## config.mk

```make
export PLATFORM = sky130hd
export DESIGN_NAME = stage_fetch
export DESIGN_NICKNAME = d
export VERILOG_FILES = /design/src/rtl/stage_fetch.sv
export SDC_FILE = /design/constraint.sdc
export NUM_CORES = 1
export LEC_CHECK = 0
export ABC_AREA = 1
export BUFFER_PORTS_ARGS = -buffer_cell sky130_fd_sc_hd__buf_2
export CAP_MARGIN = 20
export CORE_ASPECT_RATIO = 1.2
export CORE_MARGIN = 3
export CORE_UTILIZATION = 24
export CTS_BUF_LIST = sky130_fd_sc_hd__clkbuf_2 sky130_fd_sc_hd__clkbuf_4 sky130_fd_sc_hd__clkbuf_8
export CTS_CLUSTER_DIAMETER = 100
export DETAILED_ROUTE_END_ITERATION = 12
export GPL_ROUTABILITY_DRIVEN = 0
export PLACE_DENSITY = 0.43
export SYNTH_ARGS = -nofsm -noshare
export SYNTH_HDL_FRONTEND = slang
export SYNTH_SLANG_ARGS = --single-unit
export TNS_END_PERCENT = 5
```

## constraint.sdc

```tcl
create_clock -name clk -period 2.1 [get_ports clk]
set_input_delay 0.21 -clock clk [delete_from_list [all_inputs] [get_ports clk]]
set_output_delay 0.21 -clock clk [all_outputs]
set_load 0.005 [all_outputs]
```

## src/rtl/stage_fetch.sv

```systemverilog
// Instruction fetch stage: owns the PC, drives a 1-cycle synchronous imem, and feeds the IF-ID register.
// Latency: fetch issued at edge t is presented in IF-ID from t+1; a redirect costs one invalid entry.
// Stall freezes PC and IF-ID and parks the imem word in a hold buffer; FETCH_PERF_CNT_EN adds a bubble counter.
package stage_fetch_pkg;
    typedef struct packed {
        logic [31:0] pc;
        logic [31:0] pc_plus_four;
        logic        valid;
    } if_id_reg_t;
endpackage

module stage_fetch
    import stage_fetch_pkg::*;
#(
    parameter logic [31:0] RESET_PC = 32'h0000_0000
) (
    input  logic        clk,
    input  logic        rst_ni,
    input  logic        stall_i,
    input  logic        jal_i,
    input  logic [31:0] jal_addr_i,
    input  logic        branch_i,
    input  logic [31:0] branch_addr_i,
    output logic        imem_rd_en_o,
    output logic [31:0] imem_addr_o,
    input  logic [31:0] imem_rdata_i,
    output logic [31:0] instr_o,
    output if_id_reg_t  if_id_o
`ifdef FETCH_PERF_CNT_EN
    ,
    output logic [31:0] bubble_cnt_o
`endif
);

    logic [31:0] pc_q;
    logic [31:0] out_pc_q;
    logic [31:0] out_pc4_q;
    logic        out_valid_q;
    logic [31:0] hold_q;
    logic        hold_valid_q;

    logic [31:0] pc_plus_four;
    logic [31:0] redirect_tgt;
    logic [31:0] branch_tgt;

    // Branch is older than the JAL in decode, so it wins; targets are word-aligned by truncation.
    assign redirect_tgt = (branch_i ? branch_addr_i : jal_addr_i) & ~32'd3;
    assign branch_tgt   = branch_addr_i & ~32'd3;
    assign pc_plus_four = pc_q + 32'd4;

    assign imem_addr_o  = pc_q;
    assign imem_rd_en_o = rst_ni & ~stall_i;
    assign instr_o      = hold_valid_q ? hold_q : imem_rdata_i;

    assign if_id_o.pc           = out_pc_q;
    assign if_id_o.pc_plus_four = out_pc4_q;
    assign if_id_o.valid        = out_valid_q;

    always_ff @(posedge clk or negedge rst_ni) begin
        if (!rst_ni) begin
            pc_q         <= RESET_PC;
            out_pc_q     <= 32'd0;
            out_pc4_q    <= 32'd0;
            out_valid_q  <= 1'b0;
            hold_q       <= 32'd0;
            hold_valid_q <= 1'b0;
        end else if (stall_i) begin
            // The imem output is only valid for one cycle, so capture it on the first stalled edge.
            if (!hold_valid_q) begin
                hold_q       <= imem_rdata_i;
                hold_valid_q <= 1'b1;
            end
            // A JAL is re-presented by decode after the stall; a branch is not, so take it now.
            if (branch_i) begin
                pc_q        <= branch_tgt;
                out_valid_q <= 1'b0;
            end
        end else begin
            out_pc_q     <= pc_q;
            out_pc4_q    <= pc_plus_four;
            out_valid_q  <= ~(branch_i | jal_i);
            pc_q         <= (branch_i | jal_i) ? redirect_tgt : pc_plus_four;
            hold_valid_q <= 1'b0;
        end
    end

`ifdef FETCH_PERF_CNT_EN
    logic [31:0] bubble_cnt_q;

    always_ff @(posedge clk or negedge rst_ni) begin
        if (!rst_ni) begin
            bubble_cnt_q <= 32'd0;
        end else if (!stall_i && !out_valid_q) begin
            bubble_cnt_q <= bubble_cnt_q + 32'd1;
        end
    end

    assign bubble_cnt_o = bubble_cnt_q;
`endif

endmodule

```

==> reports/results.tsv, run 1 <==
metric	value	unit
run status	finished clean	
nets	1172	
CTS buffer count	17	
Hold Crit Class	input port to flip-flop	
Worst Path Buf+Inv	2	
switching portion of total power	0.3105	
CTS Buffer Depth	2	
pwr/cell area	758.8	nW/um^2
Synth Instances	838	
most frequent cells in the layout	294 x nand2_1, 218 x buf_2, 123 x dfrtp_1, 77 x nor2_1, 76 x inv_1	
total congestion overflow	0	
register area share after synthesis	0.4870	
# IOs	231	
Total GRT Usage	0.1587	
setup TNS	0	ns
vias per cell	4.310	
post-synthesis cell area	6371	sq um
Worst Tran Pin Value	0.8133	ns
Worst Skew	0.01300	ns
total number of vias	6077	
Post-Route WL	22540	um
final-report setup violation count	0	
dpl hpwl	16680	um
# clock sinks	124	
max cap viols	0	
clk root buf	clkbuf_8	
postcts setup bufs	0	
CP peak stage delay	0.60	ns
Die ar.	28550	sq um
largest cells by area after synthesis	dfrtp_1 49%, nand2_1 17%, o21ai_0 5.4%, nor2_1 4.5%, inv_1 4.5%	
worst vdd ir	0.0003086	V
synthesis-to-finish area growth	31.50	%
fin crit share	0.8990	
Clk Latency, worst-skew pair	0.44	ns
CP Max Fanout	36	
CP max-delay cell	dfrtp_4	
post-synth top area cell	dfrtp_1	
worst path arrival time	1.68	ns
port bufs	220	
first-pass GRT wire length	35010	um
Seq cells post-synth	124	
Psw	1.974	mW
Starting Density	0.2471	
Worst setup EP type	output pin	
chip width	154.7	um
Avg Inst Size Synth	7.603	sq um
largest net degree at the start of global routing	92	
Internal Power	4.383	mW
router iterations before antenna repair	5	
Die Y-Extent	184.5	um
WL per Instance	15.99	um
post-route DRC violation count	0	
CP required	1.89	ns
Tmin final	1.888	ns
Final Hold Vio Count	0	
total power	6.357	mW
Yosys Warn Count	0	
leakage	4.331	nW
Core ar.	25780	sq um
Worst setup SP type	flip-flop	
Initial DRC Count	338	
critical path class	flip-flop to output pin	
Crit path max-delay family	flip-flops	
# fillers	2851	
top-area cell type share of the netlist area	0.4870	
CP Cell Sequence	buf_12, nor2_1, a21oi_1, buf_2	
post-synth cell types	32	
layout cells sized above 1	0.2750	
initial antenna violation count	0	
Logic pwr share	0.202	
TritonCTS clock tree	done	
H-tree levels	4	
RSZ-0062 raised after global routing	false	
Clock power frac	0.342	
Max-slew headroom	0.4578	
ANT nets after route	0	
Site Rows	64	
Final Max Slew Viols	0	
vias in the first global route	6114	
sequential power share	0.456	
fmax	529.7	MHz
Clock transition at path regs	0.08	ns
commonest non-fill, non-tap cell in the layout	nand2_1	
ANT cells	0	
path summary, 6_finish.rpt:
path                                            start                     endpoint  slack (ns)  cells past startpoint
hold reg to reg               out_valid_q$_DFFE_PN0P_      out_valid_q$_DFFE_PN0P_        0.47                      2
min in group asynchronous                      rst_ni       hold_valid_q$_DFF_PN0_        0.23                      2
setup / recovery               hold_valid_q$_DFF_PN0_                  instr_o[10]        0.21                      4
hold / removal                      branch_addr_i[14]  imem_addr_o[14]$_DFFE_PN0P_        0.04                      3
setup reg to reg           imem_addr_o[2]$_DFFE_PN0P_  imem_addr_o[24]$_DFFE_PN0P_        0.34                     10
max in group asynchronous                      rst_ni  imem_addr_o[15]$_DFFE_PN0P_        1.03                      3
metal layers:
layer / share of wire / track usage / vias up
met4: 0.0079 / 0.03286 / 0
met1: 0.47 / 0.2116 / 2790
met5: 0 / 0 / -
met3: 0.046 / 0.03217 / 11
met2: 0.48 / 0.2684 / 162
li1: - / - / 3114
tightest hold or removal path, cell delays in order:
cell and delay [ns]:
buf_2 0.08, a221oi_1 0.07, o21ai_1 0.07
cell families after synthesis:
logic type	Yosys count	share of synthesized area
AOI/OAI and AO/OA	142	0.1312
xor gates and xnor gates	11	0.01512
adders and majority gates	1	0.001964
buffers and inverters	125	0.08287
DFF	124	0.4870
other	1	0.0005886
and+or+nand+nor	434	0.2812
sequential cells by signal, indices dropped and copies added (netlist names):
| register | cells |
|---|---|
| hold_q | 32 |
| hold_valid_q | 1 |
| imem_addr_o | 30 |
| out_pc4_q | 30 |
| out_pc_q | 30 |
| out_valid_q | 1 |
cell type report:
class                           count  area, sq um  share of cell area
Sequential cell                   124         3107              0.3708
Multi-Input combinational cell    594         2759              0.3293
Timing Repair Buffer              251         1405              0.1677
Tap cell                          330        412.9             0.04928
Inverter                           82        307.8             0.03674
Clock buffer                       22        296.5             0.03539
Clock inverter                      7        90.09             0.01075
metrics by stage:
step / area (sq um) / worst slack (ns) / cells / hold WS (ns) / util
6_report: 8378 / 0.2122 / 1410 / 0.04480 / 0.3249
2_1_floorplan: 6390 / 0.6352 / 843 / -0.08559 / -
4_1_cts: 8376 / 0.07857 / 1410 / 0.005468 / 0.3248
3_5_place_dp: 7839 / 0.3227 / 1366 / 0.1340 / 0.3040
5_1_grt: 8378 / 0.04403 / 1410 / 0.01536 / 0.3249
3_3_place_gp: 7839 / 0.3297 / 1366 / 0.1373 / 0.3040
repair_timing:
item                                    in CTS  in global routing
endpoints found under the setup margin       0                 15
gates resized for setup                      0                  1
hold buffers                                15                  0
endpoints found under the hold margin       43                  0
synth_stat cells:
cell type and count:
nand2_1 294, dfrtp_1 124, nor2_1 77, inv_1 76, o21ai_0 69, nand3_1 38, a21oi_1 32, buf_2 14
o21ai_1 11, xor2_1 11, clkbuf_1 10, o221a_1 10, buf_1 9, buf_4 9, nor2_2 9, a221oi_1 7
a31oi_1 7, nor2_4 6, inv_2 5, nand2_2 5, o221a_2 3, o211ai_1 2, and2_1 1, buf_6 1
clkinv_1 1, conb_1 1, ha_1 1, nand2_4 1, nand3_2 1, nand4_1 1, nor2_8 1, o2111ai_1 1
power by group through the flow:
stage	Combinational (mW)	Clock [mW]	Sequential (mW)
floorplan	0.623	0	2.91
detailed placement	1.29	0	2.95
global route	1.48	2.34	2.94
CTS	1.32	2.25	2.90
global placement	1.28	0	2.94
finish	1.28	2.17	2.90
Note: power is estimated with default switching activity, not from simulation.
==> run 2, diff against run 1 <==
CORE_ASPECT_RATIO = unset   (was 1.2)
==> reports/results.tsv, run 2 (same netlist as run 1, synthesis figures left out) <==
metric	value	unit
run status	finished clean	
min setup slack post-route	0.1679	ns
final-report setup violation count	0	
CP required	1.89	ns
hold slack	0.03321	ns
commonest non-fill, non-tap cell in the layout	nand2_1	
total congestion overflow	0	
initial antenna violation count	1	
RSZ-0062 raised after global routing	false	
port bufs	220	
setup TNS	0	ns
Biggest register	hold_q	
Final Max Slew Viols	0	
clk root buf	clkbuf_8	
# clock sinks	124	
register area	3104	sq um
Clk Latency, worst-skew pair	0.44	ns
Placed Instances	1368	
# fillers	2847	
Worst Skew	0.01244	ns
Total GRT Usage	0.1636	
CP max-delay cell	dfrtp_2	
critical path class	flip-flop to output pin	
max cap viols	0	
CP peak stage delay	0.60	ns
worst path arrival time	1.72	ns
Starting Density	0.2445	
most frequent cells in the layout	294 x nand2_1, 218 x buf_2, 123 x dfrtp_1, 77 x nor2_1, 76 x inv_1	
nets	1163	
Final Hold Vio Count	0	
leakage	4.326	nW
# resized after CTS	0	
layout cells sized above 1	0.2765	
WL per Instance	16.55	um
number of flip-flops in the largest register	32	
TritonCTS clock tree	done	
crit path from	hold_valid_q$_DFF_PN0_	
Die ar.	28540	sq um
Die Y-Extent	168.9	um
fin area	8376	sq um
Worst setup EP type	output pin	
area occupied by multi-input gates	2759	sq um
Cell Area, Placed	7835	sq um
Clock transition at path regs	0.08	ns
dpl hpwl	16930	um
Max-slew headroom	0.6088	
post-route DRC violation count	0	
CP Cell Sequence	buf_12, nor2_1, a21oi_1, buf_2	
Hold Crit Start	branch_addr_i[12]	
Site Rows	59	
pwr/cell area	793.7	nW/um^2
Worst setup SP type	flip-flop	
fmax	517.6	MHz
H-tree levels	4	
Worst Tran Pin Value	0.5869	ns
# IOs	231	
Tmin final	1.932	ns
vias per cell	4.353	
Core ar.	26060	sq um
worst flop-to-flop path startpoint	imem_addr_o[3]$_DFFE_PN0P_	
router iterations before antenna repair	5	
Post-Route WL	23310	um
Hold Crit Class	input port to flip-flop	
vias in the first global route	6109	
first-pass GRT wire length	35710	um
synthesis-to-finish area growth	31.46	%
CTS Buffer Depth	2	
largest net degree at the start of global routing	154	
DP Worst Slack	0.3721	ns
Non-Filler Instances	1409	
fin crit share	0.9200	
CP Max Fanout	44	
chip width	168.9	um
Initial DRC Count	360	
total number of vias	6134	
CTS buffer count	17	
worst vdd ir	0.0002536	V
ANT cells	0	
ANT nets after route	0	
==> run 2: cell types whose count changed in the layout (fill, tap and decap cells not counted) <==
cell           change
dlygate4sd3_1      -6
buf_12             +1
bufinv_16          +2
clkbuf_4           -1
buf_4              -4
clkinv_2           -1
dfrtp_2            +1
dfrtp_4            -1
clkbuf_8           -2
clkinv_4           +3
inv_6              +2
==> run 2: layout make-up <==
type | instances | share of cell area
clock inverter | 13 | 0.02256
timing repair buffer | 242 | 0.1594
clock buffer | 19 | 0.03122
tap | 335 | 0.05004
multi-input combinational | 594 | 0.3294
sequential | 124 | 0.3706
inverter | 82 | 0.03675
==> run 2: power by group <==
part           internal, mW  switching (mW)
Clock                  1.37            1.08
Sequential             2.68           0.223
Combinational         0.530           0.770
==> run 2: timing repair <==
item,in CTS,in global routing
endpoints found under the setup margin,0,0
setup buffers,0,0
hold endpoints to repair,112,0
hold buffers,9,0
==> run 2: stage by stage <==
stage	power [mW]	utilization
after floorplan	3.534	-
after global placement	4.248	0.3007
after detailed placement	4.254	0.3007
after CTS	6.774	0.3214
after global routing	7.079	0.3214
final	6.648	0.3214
==> run 2: worst max-delay path, delay by kind of cell, from the launching register on <==
kind,cells,cell delay (ns)
buf+inv,2,0.40
flops,1,0.60
compound gates,1,0.18
simple gates,1,0.08
==> run 2: path summary, 6_finish.rpt <==
check / end / slack (ns) / depth (start not counted)
hold reg to reg: out_pc4_q[17]$_DFFE_PN0N_ / 0.48 / 2
setup / recovery: instr_o[20] / 0.17 / 4
hold / removal: imem_addr_o[12]$_DFFE_PN0P_ / 0.03 / 3
setup reg to reg: imem_addr_o[24]$_DFFE_PN0P_ / 0.42 / 10
max in group asynchronous: hold_valid_q$_DFF_PN0_ / 1.14 / 3
min in group asynchronous: hold_q[10]$_DFFE_PN0P_ / 0.16 / 2
==> run 2: layer usage <==
layer	GRT usage	share of wire	vias to the layer above
li1	-	-	3107
met1	0.2227	0.47	2800
met2	0.2558	0.45	200
met3	0.04390	0.064	25
met4	0.04767	0.019	2
met5	0	0.00086	-
==> run 3, diff against run 2 <==
REMOVE_ABC_BUFFERS = 1   (was unset)
==> reports/results.tsv, run 3 (same netlist as run 1, synthesis figures left out) <==
metric	value	unit
run status	finished clean	
final-report setup violation count	0	
first-pass GRT wire length	35020	um
leakage	4.381	nW
Placed Instances	1371	
vias in the first global route	6049	
dpl hpwl	16720	um
CP Max Fanout	6	
Worst Tran Pin Value	0.5542	ns
number of flip-flops in the largest register	32	
total power	6.734	mW
Min-Delay Path Depth	3	
Post-Route WL	22910	um
Tmin final	1.760	ns
total number of vias	6169	
Die ar.	28540	sq um
RSZ-0062 raised after global routing	false	
Starting Density	0.2445	
# resized after CTS	0	
most frequent cells in the layout	294 x nand2_1, 218 x buf_2, 123 x dfrtp_1, 77 x nor2_1, 76 x inv_1	
fmax	568.3	MHz
H-tree levels	4	
router iterations before antenna repair	4	
TritonCTS clock tree	done	
GR Util met2	0.2434	
# clock sinks	124	
fin util	0.3256	
Non-Filler Instances	1419	
GRT met1 Usage	0.2225	
# IOs	231	
Cell Area, Placed	7858	sq um
Die Y-Extent	168.9	um
WL per Instance	16.15	um
Hold Buf Count CTS	16	
Hold Crit Class	input port to flip-flop	
Clock transition at path regs	0.08	ns
worst path arrival time	2.07	ns
R2R depth	7	
worst vdd ir	0.0004074	V
pwr/cell area	793.7	nW/um^2
ANT nets after route	0	
synthesis-to-finish area growth	33.17	%
worst flop-to-flop path startpoint	imem_addr_o[2]$_DFFE_PN0P_	
Max-slew headroom	0.6305	
CP required	2.41	ns
Biggest register	hold_q	
Final Hold Vio Count	0	
chip width	168.9	um
post-route DRC violation count	0	
total congestion overflow	0	
Initial DRC Count	285	
Site Rows	59	
largest net degree at the start of global routing	129	
critical path class	flip-flop to flip-flop	
Hold Crit Start	branch_addr_i[18]	
Final Max Slew Viols	0	
CTS Buffer Depth	2	
initial antenna violation count	2	
layout cells sized above 1	0.2768	
Worst setup EP type	flip-flop	
Worst setup SP type	flip-flop	
Core ar.	26060	sq um
Worst Skew	0.01286	ns
postcts setup bufs	0	
vias per cell	4.347	
Clk Latency, worst-skew pair	0.44	ns
commonest non-fill, non-tap cell in the layout	nand2_1	
CTS buffer count	17	
fin area	8484	sq um
nets	1173	
max cap viols	0	
fin crit share	0.8379	
R2R Setup Slk	0.34	ns
Total GRT Usage	0.1586	
clk root buf	clkbuf_8	
Hold EP	imem_addr_o[18]$_DFFE_PN0P_	
worst r2r dst	out_pc4_q[14]$_DFFE_PN0N_	
most used routing layer	met2	
port bufs	220	
ANT cells	0	
met3 usage	0.04811	
setup TNS	0	ns
## run 3: cell count changes in the layout (fill, tap and decap cells not counted), moves of 2 or more
cell	previous run	this run
inv_6	2	0
clkbuf_4	0	2
buf_4	11	14
dlygate4sd3_1	9	16
## run 3: cell type report
cell class,count,area [sq um]
fill,2881,17570
sequential,124,3104
multi-input combinational,594,2759
timing repair buffer,252,1428
tap,335,419.2
inverter,82,307.8
clock buffer,21,276.5
clock inverter,11,190.2
## run 3: metrics by stage
step	hold slack, ns	setup slack [ns]
2_1_floorplan	-0.08559	0.3392
3_3_place_gp	0.1254	0.3420
3_5_place_dp	0.1307	0.3228
4_1_cts	0.0007474	0.2904
5_1_grt	0.02710	0.1488
6_report	0.03970	0.3404
## run 3: worst max-delay path by stage
stage                               startpoint                          end  slack [ns]  cells after the start
finish              imem_addr_o[2]$_DFFE_PN0P_    out_pc4_q[14]$_DFFE_PN0N_        0.34                      7
global route        imem_addr_o[2]$_DFFE_PN0P_    out_pc4_q[18]$_DFFE_PN0N_        0.15                      7
CTS                 imem_addr_o[2]$_DFFE_PN0P_    out_pc4_q[14]$_DFFE_PN0N_        0.29                      7
detailed placement  imem_addr_o[2]$_DFFE_PN0P_  imem_addr_o[24]$_DFFE_PN0P_        0.32                     10
global placement    imem_addr_o[2]$_DFFE_PN0P_  imem_addr_o[24]$_DFFE_PN0P_        0.34                     10
floorplan               hold_valid_q$_DFF_PN0_       hold_q[30]$_DFFE_PN0P_        0.34                      3
## run 3: worst max-delay path: stages, from the launching register on
cell and delay (ns):
dfrtp_1 0.45, ha_1 0.25, nand2_1 0.08, nor2_2 0.19, nand2_4 0.15, nor2_4 0.19
xor2_1 0.23, o21ai_1 0.08
## run 3: routing by layer
metal	share of wire	routed length, um	vias up
li1	-	-	3124
met1	0.49	11130	2821
met2	0.43	9963	200
met3	0.069	1573	20
met4	0.0098	225	4
met5	0.00092	21	-
## run 3: power breakdown
group	internal (mW)	switching (mW)	total [mW]	leakage (nW)
combinational	0.540	0.758	1.30	2.65
clock	1.50	1.04	2.55	0.237
sequential	2.68	0.214	2.89	1.49
total	4.72	2.02	6.73	4.38
